<file path="src/rtl/uart_proc.sv">
`default_nettype none
//-----------------------------------------------------------------------------
// Module   : uart_proc
// Purpose  : Byte-level command processor sitting between a UART byte
//            interface and a 12-bit register bus. Parses framed single/burst
//            register write and read commands, issues register writes,
//            returns read data followed by a CRC-16-CCITT of the frame.
// Ports    : clk, rst (async, active-low)
//            cmd_req/cmd_data/cmd_ack  - RX byte 4-phase handshake (in)
//            rsp_req/rsp_data/rsp_ack  - TX byte 4-phase handshake (out)
//            adr/wr_data/wr/rd_data    - register bus
//            err_req/err_ack           - sticky CRC/format error flag
// Revision : 1.0 - initial release
//-----------------------------------------------------------------------------
module uart_proc #(
  parameter int TIMEOUT = 1000,
  parameter int RD_LAT  = 2
) (
  input  logic        clk,
  input  logic        rst,
  input  logic        cmd_req,
  input  logic [7:0]  cmd_data,
  output logic        cmd_ack,
  output logic        rsp_req,
  output logic [7:0]  rsp_data,
  input  logic        rsp_ack,
  output logic [11:0] adr,
  output logic [15:0] wr_data,
  output logic        wr,
  input  logic [15:0] rd_data,
  output logic        err_req,
  input  logic        err_ack
);

  localparam int TW = $clog2(TIMEOUT + 1);
  localparam int LW = (RD_LAT > 1) ? $clog2(RD_LAT + 1) : 1;

  typedef enum logic [4:0] {
    S_HDR1, S_HDR0, S_PID1, S_PID0, S_LEN1, S_LEN0, S_ADR1, S_ADR0,
    S_WD1, S_WD0, S_WCRC1, S_WCRC0,
    S_RD_WAIT, S_RD1, S_RD0, S_RCRC1, S_RCRC0
  } state_t;

  state_t          state;
  logic [15:0]     crc;
  logic [7:0]      byte_hi;   // first byte of the current 16-bit field
  logic            is_read;
  logic [15:0]     cnt;       // words still to transfer, including current
  logic [11:0]     nxt_adr;
  logic [15:0]     rd_word;
  logic [TW-1:0]   timer;
  logic [LW-1:0]   lat;

  // One CRC-16-CCITT step (poly 0x1021, MSB first) over a byte.
  function automatic logic [15:0] crc_upd(input logic [15:0] c, input logic [7:0] d);
    logic [15:0] r;
    r = c ^ {d, 8'h00};
    for (int i = 0; i < 8; i++) begin
      r = r[15] ? ({r[14:0], 1'b0} ^ 16'h1021) : {r[14:0], 1'b0};
    end
    return r;
  endfunction

  logic        rx_state;
  logic        accept;
  logic [15:0] word_rx;
  logic [15:0] crc_rx;
  logic [15:0] crc_rd_hi;
  logic [15:0] crc_rd_lo;
  logic        rsp_idle;
  logic        rsp_taken;
  logic        lat_done;
  logic        timer_exp;

  // Bytes are only taken in receive states; while transmitting cmd_req is ignored.
  assign rx_state  = state inside {S_HDR1, S_HDR0, S_PID1, S_PID0, S_LEN1, S_LEN0,
                                   S_ADR1, S_ADR0, S_WD1, S_WD0, S_WCRC1, S_WCRC0};
  assign accept    = cmd_req & ~cmd_ack & rx_state;
  assign word_rx   = {byte_hi, cmd_data};
  assign crc_rx    = crc_upd(crc, cmd_data);
  assign crc_rd_hi = crc_upd(crc, rd_data[15:8]);
  assign crc_rd_lo = crc_upd(crc, rd_word[7:0]);
  assign rsp_idle  = ~rsp_req & ~rsp_ack;
  assign rsp_taken = rsp_req & rsp_ack;
  assign lat_done  = (lat == LW'(RD_LAT - 1));
  assign timer_exp = (timer == TW'(TIMEOUT - 1));

  always_ff @(posedge clk or negedge rst) begin
    if (!rst) begin
      state    <= S_HDR1;
      crc      <= 16'hFFFF;
      byte_hi  <= 8'h00;
      is_read  <= 1'b0;
      cnt      <= 16'h0000;
      nxt_adr  <= 12'h000;
      rd_word  <= 16'h0000;
      timer    <= '0;
      lat      <= '0;
      cmd_ack  <= 1'b0;
      rsp_req  <= 1'b0;
      rsp_data <= 8'h00;
      adr      <= 12'h000;
      wr_data  <= 16'h0000;
      wr       <= 1'b0;
      err_req  <= 1'b0;
    end else begin
      wr <= 1'b0;
      // Cleared here; an error raised later in this block overrides the clear.
      if (err_ack) err_req <= 1'b0;

      if (accept)                 cmd_ack <= 1'b1;
      else if (cmd_ack && !cmd_req) cmd_ack <= 1'b0;

      if (accept || !rx_state || state == S_HDR1) timer <= '0;
      else                                        timer <= timer + 1'b1;

      if (rx_state && state != S_HDR1 && !accept && timer_exp) begin
        state <= S_HDR1;
        crc   <= 16'hFFFF;
      end else begin
        case (state)
          S_HDR1: if (accept) begin
            if (cmd_data == 8'h8F) begin
              crc   <= crc_rx;
              state <= S_HDR0;
            end else begin
              crc <= 16'hFFFF;
            end
          end
          S_HDR0: if (accept) begin
            if (cmd_data == 8'hC7) begin
              crc   <= crc_rx;
              state <= S_PID1;
            end else begin
              crc   <= 16'hFFFF;
              state <= S_HDR1;
            end
          end
          S_PID1: if (accept) begin
            byte_hi <= cmd_data;
            crc     <= crc_rx;
            state   <= S_PID0;
          end
          S_PID0: if (accept) begin
            if (word_rx[14:0] == 15'd1 || word_rx[14:0] == 15'd2) begin
              crc     <= crc_rx;
              is_read <= (word_rx[14:0] == 15'd2);
              cnt     <= 16'd1;
              state   <= word_rx[15] ? S_LEN1 : S_ADR1;
            end else begin
              err_req <= 1'b1;
              crc     <= 16'hFFFF;
              state   <= S_HDR1;
            end
          end
          S_LEN1: if (accept) begin
            byte_hi <= cmd_data;
            crc     <= crc_rx;
            state   <= S_LEN0;
          end
          S_LEN0: if (accept) begin
            if (word_rx == 16'h0000) begin
              err_req <= 1'b1;
              crc     <= 16'hFFFF;
              state   <= S_HDR1;
            end else begin
              cnt   <= word_rx;
              crc   <= crc_rx;
              state <= S_ADR1;
            end
          end
          S_ADR1: if (accept) begin
            byte_hi <= cmd_data;
            crc     <= crc_rx;
            state   <= S_ADR0;
          end
          S_ADR0: if (accept) begin
            crc <= crc_rx;
            if (is_read) begin
              // Reads present the first address right away; writes wait for data.
              adr     <= word_rx[11:0];
              nxt_adr <= word_rx[11:0] + 12'd1;
              lat     <= '0;
              state   <= S_RD_WAIT;
            end else begin
              nxt_adr <= word_rx[11:0];
              state   <= S_WD1;
            end
          end
          S_WD1: if (accept) begin
            byte_hi <= cmd_data;
            crc     <= crc_rx;
            state   <= S_WD0;
          end
          S_WD0: if (accept) begin
            crc     <= crc_rx;
            wr      <= 1'b1;
            wr_data <= word_rx;
            adr     <= nxt_adr;
            nxt_adr <= nxt_adr + 12'd1;
            cnt     <= cnt - 16'd1;
            state   <= (cnt == 16'd1) ? S_WCRC1 : S_WD1;
          end
          S_WCRC1: if (accept) begin
            byte_hi <= cmd_data;
            state   <= S_WCRC0;
          end
          S_WCRC0: if (accept) begin
            if (word_rx != crc) err_req <= 1'b1;
            crc   <= 16'hFFFF;
            state <= S_HDR1;
          end
          S_RD_WAIT: begin
            if (lat_done) begin
              rd_word  <= rd_data;
              rsp_data <= rd_data[15:8];
              rsp_req  <= 1'b1;
              crc      <= crc_rd_hi;
              state    <= S_RD1;
            end else begin
              lat <= lat + 1'b1;
            end
          end
          S_RD1: begin
            if (rsp_taken) rsp_req <= 1'b0;
            else if (rsp_idle) begin
              rsp_data <= rd_word[7:0];
              rsp_req  <= 1'b1;
              crc      <= crc_rd_lo;
              state    <= S_RD0;
            end
          end
          S_RD0: begin
            if (rsp_taken) rsp_req <= 1'b0;
            else if (rsp_idle) begin
              if (cnt == 16'd1) begin
                rsp_data <= crc[15:8];
                rsp_req  <= 1'b1;
                state    <= S_RCRC1;
              end else begin
                cnt     <= cnt - 16'd1;
                adr     <= nxt_adr;
                nxt_adr <= nxt_adr + 12'd1;
                lat     <= '0;
                state   <= S_RD_WAIT;
              end
            end
          end
          S_RCRC1: begin
            if (rsp_taken) rsp_req <= 1'b0;
            else if (rsp_idle) begin
              rsp_data <= crc[7:0];
              rsp_req  <= 1'b1;
              state    <= S_RCRC0;
            end
          end
          S_RCRC0: begin
            if (rsp_taken) rsp_req <= 1'b0;
            else if (rsp_idle) begin
              crc   <= 16'hFFFF;
              state <= S_HDR1;
            end
          end
          default: begin
            crc   <= 16'hFFFF;
            state <= S_HDR1;
          end
        endcase
      end
    end
  end

endmodule
`default_nettype wire

</file>
<file path="config.mk">
export PLATFORM = sky130hd
export DESIGN_NAME = uart_proc
export DESIGN_NICKNAME = d
export VERILOG_FILES = /design/src/rtl/uart_proc.sv
export SDC_FILE = /design/constraint.sdc
export NUM_CORES = 1
export LEC_CHECK = 0
export ABC_AREA = 1
export BUFFER_PORTS_ARGS = -buffer_cell sky130_fd_sc_hd__buf_2
export CORE_MARGIN = 5
export CORE_UTILIZATION = 55
export DETAILED_ROUTE_END_ITERATION = 16
export GPL_ROUTABILITY_DRIVEN = 0
export PLACE_DENSITY = 0.76
export SYNTH_ARGS = -nofsm -noshare
export SYNTH_HDL_FRONTEND = slang
export SYNTH_SLANG_ARGS = --single-unit
</file>
<file path="constraint.sdc">
create_clock -name clk -period 5.5 [get_ports clk]
set_input_delay 0.55 -clock clk [delete_from_list [all_inputs] [get_ports clk]]
set_output_delay 0.55 -clock clk [all_outputs]
set_load 0.03 [all_outputs]
</file>
==> flow_metrics.py <==
metrics = {
    "timing": {
        "finClkSkew_ns": 0.01120,
        "setup_viol": 0,
        "period_needed_ns": 3.560,
        "max_slew_margin_pct": 34.45,
        "finalHoldViolations": 0,
        "drv_slew": 0,
        "timing.final.ws_setup_ns": 1.940,
        "worst_pin_slew_ns": 0.9832,
        "min_period_over_period_pct": 64.72,
        "finalSetupTns_ns": 0,
        "fmaxAchievable_mhz": 280.9,
        "rsz0062_at_grt": "no",
    },
    "logic_synthesis": {
        "synth_edf_count": 0,
        "yosys.cell_count.top_type": "nand2_1",
        "ys_types": 48,
        "synth_common_cells": "nand2_1 (471), nand3_1 (136), inv_1 (117), nor2_1 (117), dfrtp_1 (102)",
        "ys_seq_area_share_pct": 34.22,
        "synth.ff_latch_count": 118,
        "synth_flop_cell": "dfrtp_1",
        "synthTopCellsByArea": "dfrtp_1 (29%), nand2_1 (20%), nand3_1 (7.8%), inv_1 (5.1%), nor2_1 (5.1%)",
        "synth_area_per_cell_um2": 6.532,
        "synth_top_area_cell": "dfrtp_1",
        "postSynthCellCount": 1330,
        "synth_area_mm2": 0.008687,
        "synth_nets": 1370,
        "synth_warnings": 0,
        "synthArstFlopShare_pct": 100.0,
        "synth_top_area_share_pct": 29.38,
    },
    "clocking": {
        "clk_path_buf_depth": 2,
        "clkTransAtPathRegs_ns": 0.06,
        "post_cts_buffers": 0,
        "cts-root-buf": "clkbuf_16",
        "holdBufCountCts": 0,
        "numCtsBuffers": 17,
        "insertion_delay_ns": 0.43,
        "cts_tree": "done",
        "cts.sink_count": 118,
        "cts_resized": 0,
        "htree_levels": 4,
    },
    "worst_setup_path": {
        "path_class": "reg2reg",
        "cp.required_ns": 5.78,
        "cpMostUsedCell": "nand2_1",
        "crit_arrival_ns": 3.84,
        "reg2reg_to": "adr[2]",
        "reg2reg_slack_ns": 1.94,
        "startpoint": "state[4]",
        "reg2reg_from": "state[4]",
        "ff2ff_path_depth": 12,
        "endpoint_kind": "register",
        "crit_fanout": 45,
        "slowest_stage": "nor2_2",
        "cpPeakStageDelay_ns": 0.67,
        "crit_end": "adr[2]",
        "worst_setup_path_start_kind": "register",
        "crit_path_cell_trace": "inv_2 -> nand2_1 -> nor2_2 -> nand2_2 -> nand2_4 -> inv_4 -> nand2_1 -> nand4_1 -> nor2_2 -> nand2_1 -> nand2_1 -> o21ai_1",
    },
    "layout": {
        "drive_gt1_share_pct": 13.06,
        "layout-area-overhead-vs-synth_pct": 12.34,
        "antennaDiodeCount": 0,
        "fill_cells": 1474,
        "layout.nets": 1413,
        "stdcell_area_mm2": 0.009759,
    },
    "power_and_ir_drop": {
        "power_leakage_nw": 5.046,
        "finalPower_mw": 3.840,
        "powerDensity_mw_per_mm2": 393.5,
        "ir_drop_uv": 231.8,
    },
    "global_route": {
        "track_usage_pct": 28.58,
        "antenna_found_initial": 0,
        "grt_pass1_wl_mm": 41.95,
        "grt_pass1_vias": 8458,
        "grt_overflow_total": 0,
        "grt_max_degree": 75,
    },
    "placement": {
        "dp_worst_setup_slack_ns": 2.057,
        "dpl_cell_area_mm2": 0.009109,
        "port_buffers": 68,
        "hpwl_mm": 18.64,
    },
    "route": {
        "drtIter0Drc": 1179,
        "postRouteWirelength_mm": 25.61,
        "final_antenna_net_count": 0,
        "wl_per_cell_um": 15.99,
        "drc": 0,
        "first_pass_iters": 6,
        "vias": 8920,
        "vias_per_cell": 5.568,
    },
    "hold_path": {
        "hold_class": "in2async",
    },
    "die": {
        "core.rowCount": 46,
        "die_h_um": 135.7,
        "io_pins": 69,
        "start_util_pct": 55.29,
        "die_w_um": 135.7,
        "fp.dieArea_mm2": 0.01841,
        "core-area_mm2": 0.01571,
    },
    "flow_run": {
        "maxCapViolCount": 0,
    },
    "outcome": {
        "status": "complete, no violations",
    },
}
[registers in the layout (all words and copies together), names as in the netlist, 2 cells and up]
signal,count
adr,12
rsp_data,8
wr_data,16
cnt,16
byte_hi,8
crc,16
lat,2
nxt_adr,12
timer,10
rd_word,8
state,5
[final cells by class]
type                    instances  area (µm²)  share of cell area [%]
clock buffers                  19       452.9                   4.641
clock inverters                13       197.7                   2.026
repair buffers                 70       357.8                   3.667
well taps                     216       270.3                   2.769
inverters                     131       499.2                   5.115
flip-flops and latches        118        2973                   30.46
multi-input cells            1035        5009                   51.32
[kinds of logic (layout without fill, tap and decap cells)]
| family | count (synthesis) | after routing | synth area share (%) |
|---|---|---|---|
| AOI/OAI and AO/OA | 164 | 164 | 10.63 |
| and+or+nand+nor | 804 | 804 | 39.68 |
| buffers and inverters | 177 | 233 | 8.123 |
| DFF | 118 | 118 | 34.22 |
| muxes | 4 | 4 | 0.5185 |
| xor gates and xnor gates | 52 | 52 | 5.243 |
| adders and majority gates | 11 | 11 | 1.584 |
[metal layers]
| layer | vias up | track usage (%) | share of wire [%] |
|---|---|---|---|
| met4 | 0 | 13.05 | 3.6 |
| met2 | 434 | 45.30 | 45 |
| met1 | 4050 | 37.86 | 43 |
| li1 | 4366 | - | - |
| met3 | 70 | 5.646 | 8.3 |
| met5 | - | 0 | 0 |
[through the flow]
stage	hold slack [ns]	std cells	util, %
after floorplan	0.2544	1330	-
after global placement	0.4534	1570	57.97
after detailed placement	0.4598	1570	57.97
after CTS	0.3095	1602	62.11
after global routing	0.3535	1602	62.11
final	0.2646	1602	62.11
[power by group]
part	internal [mW]	switching [mW]	total (mW)
logic	0.474	0.928	1.40
clock network	0.787	0.434	1.22
registers	1.00	0.215	1.22
[placed cells by master (no fill, tap or decap), types with 7 or more instances in the layout]
cell type / instances
nand2_1: 471
nand3_1: 136
inv_1: 117
nor2_1: 117
dfrtp_1: 102
o21ai_0: 86
buf_2: 67
xnor2_1: 30
a21oi_1: 25
xor2_1: 22
nand4_1: 19
nor3_1: 17
o21ai_1: 17
clkbuf_16: 17
dfstp_2: 16
ha_1: 11
inv_2: 10
nand2_2: 10
nor2_2: 9
or2_2: 9
o21ai_2: 7
[worst min-delay path by stage]
stage	start	end	slack (ns)	cells past startpoint
5_1_grt	rst	cnt[8]	0.35	1
6_report	rst	cnt[6]	0.26	1
4_1_cts	rst	cnt[6]	0.31	1
2_1_floorplan	rst	adr[0]	0.25	0
3_5_place_dp	adr[11]	adr[11]	0.46	2
3_3_place_gp	adr[9]	adr[9]	0.45	2
[worst max-delay path, delay by kind of cell (launching register included)]
family	cells	cell delay (ns)
AND/OR/NAND/NOR	9	2.46
AO/OA/AOI/OAI	1	0.09
flip-flops	1	0.49
buffers and inverters	2	0.31
Power figures use the tool's default switching activity.
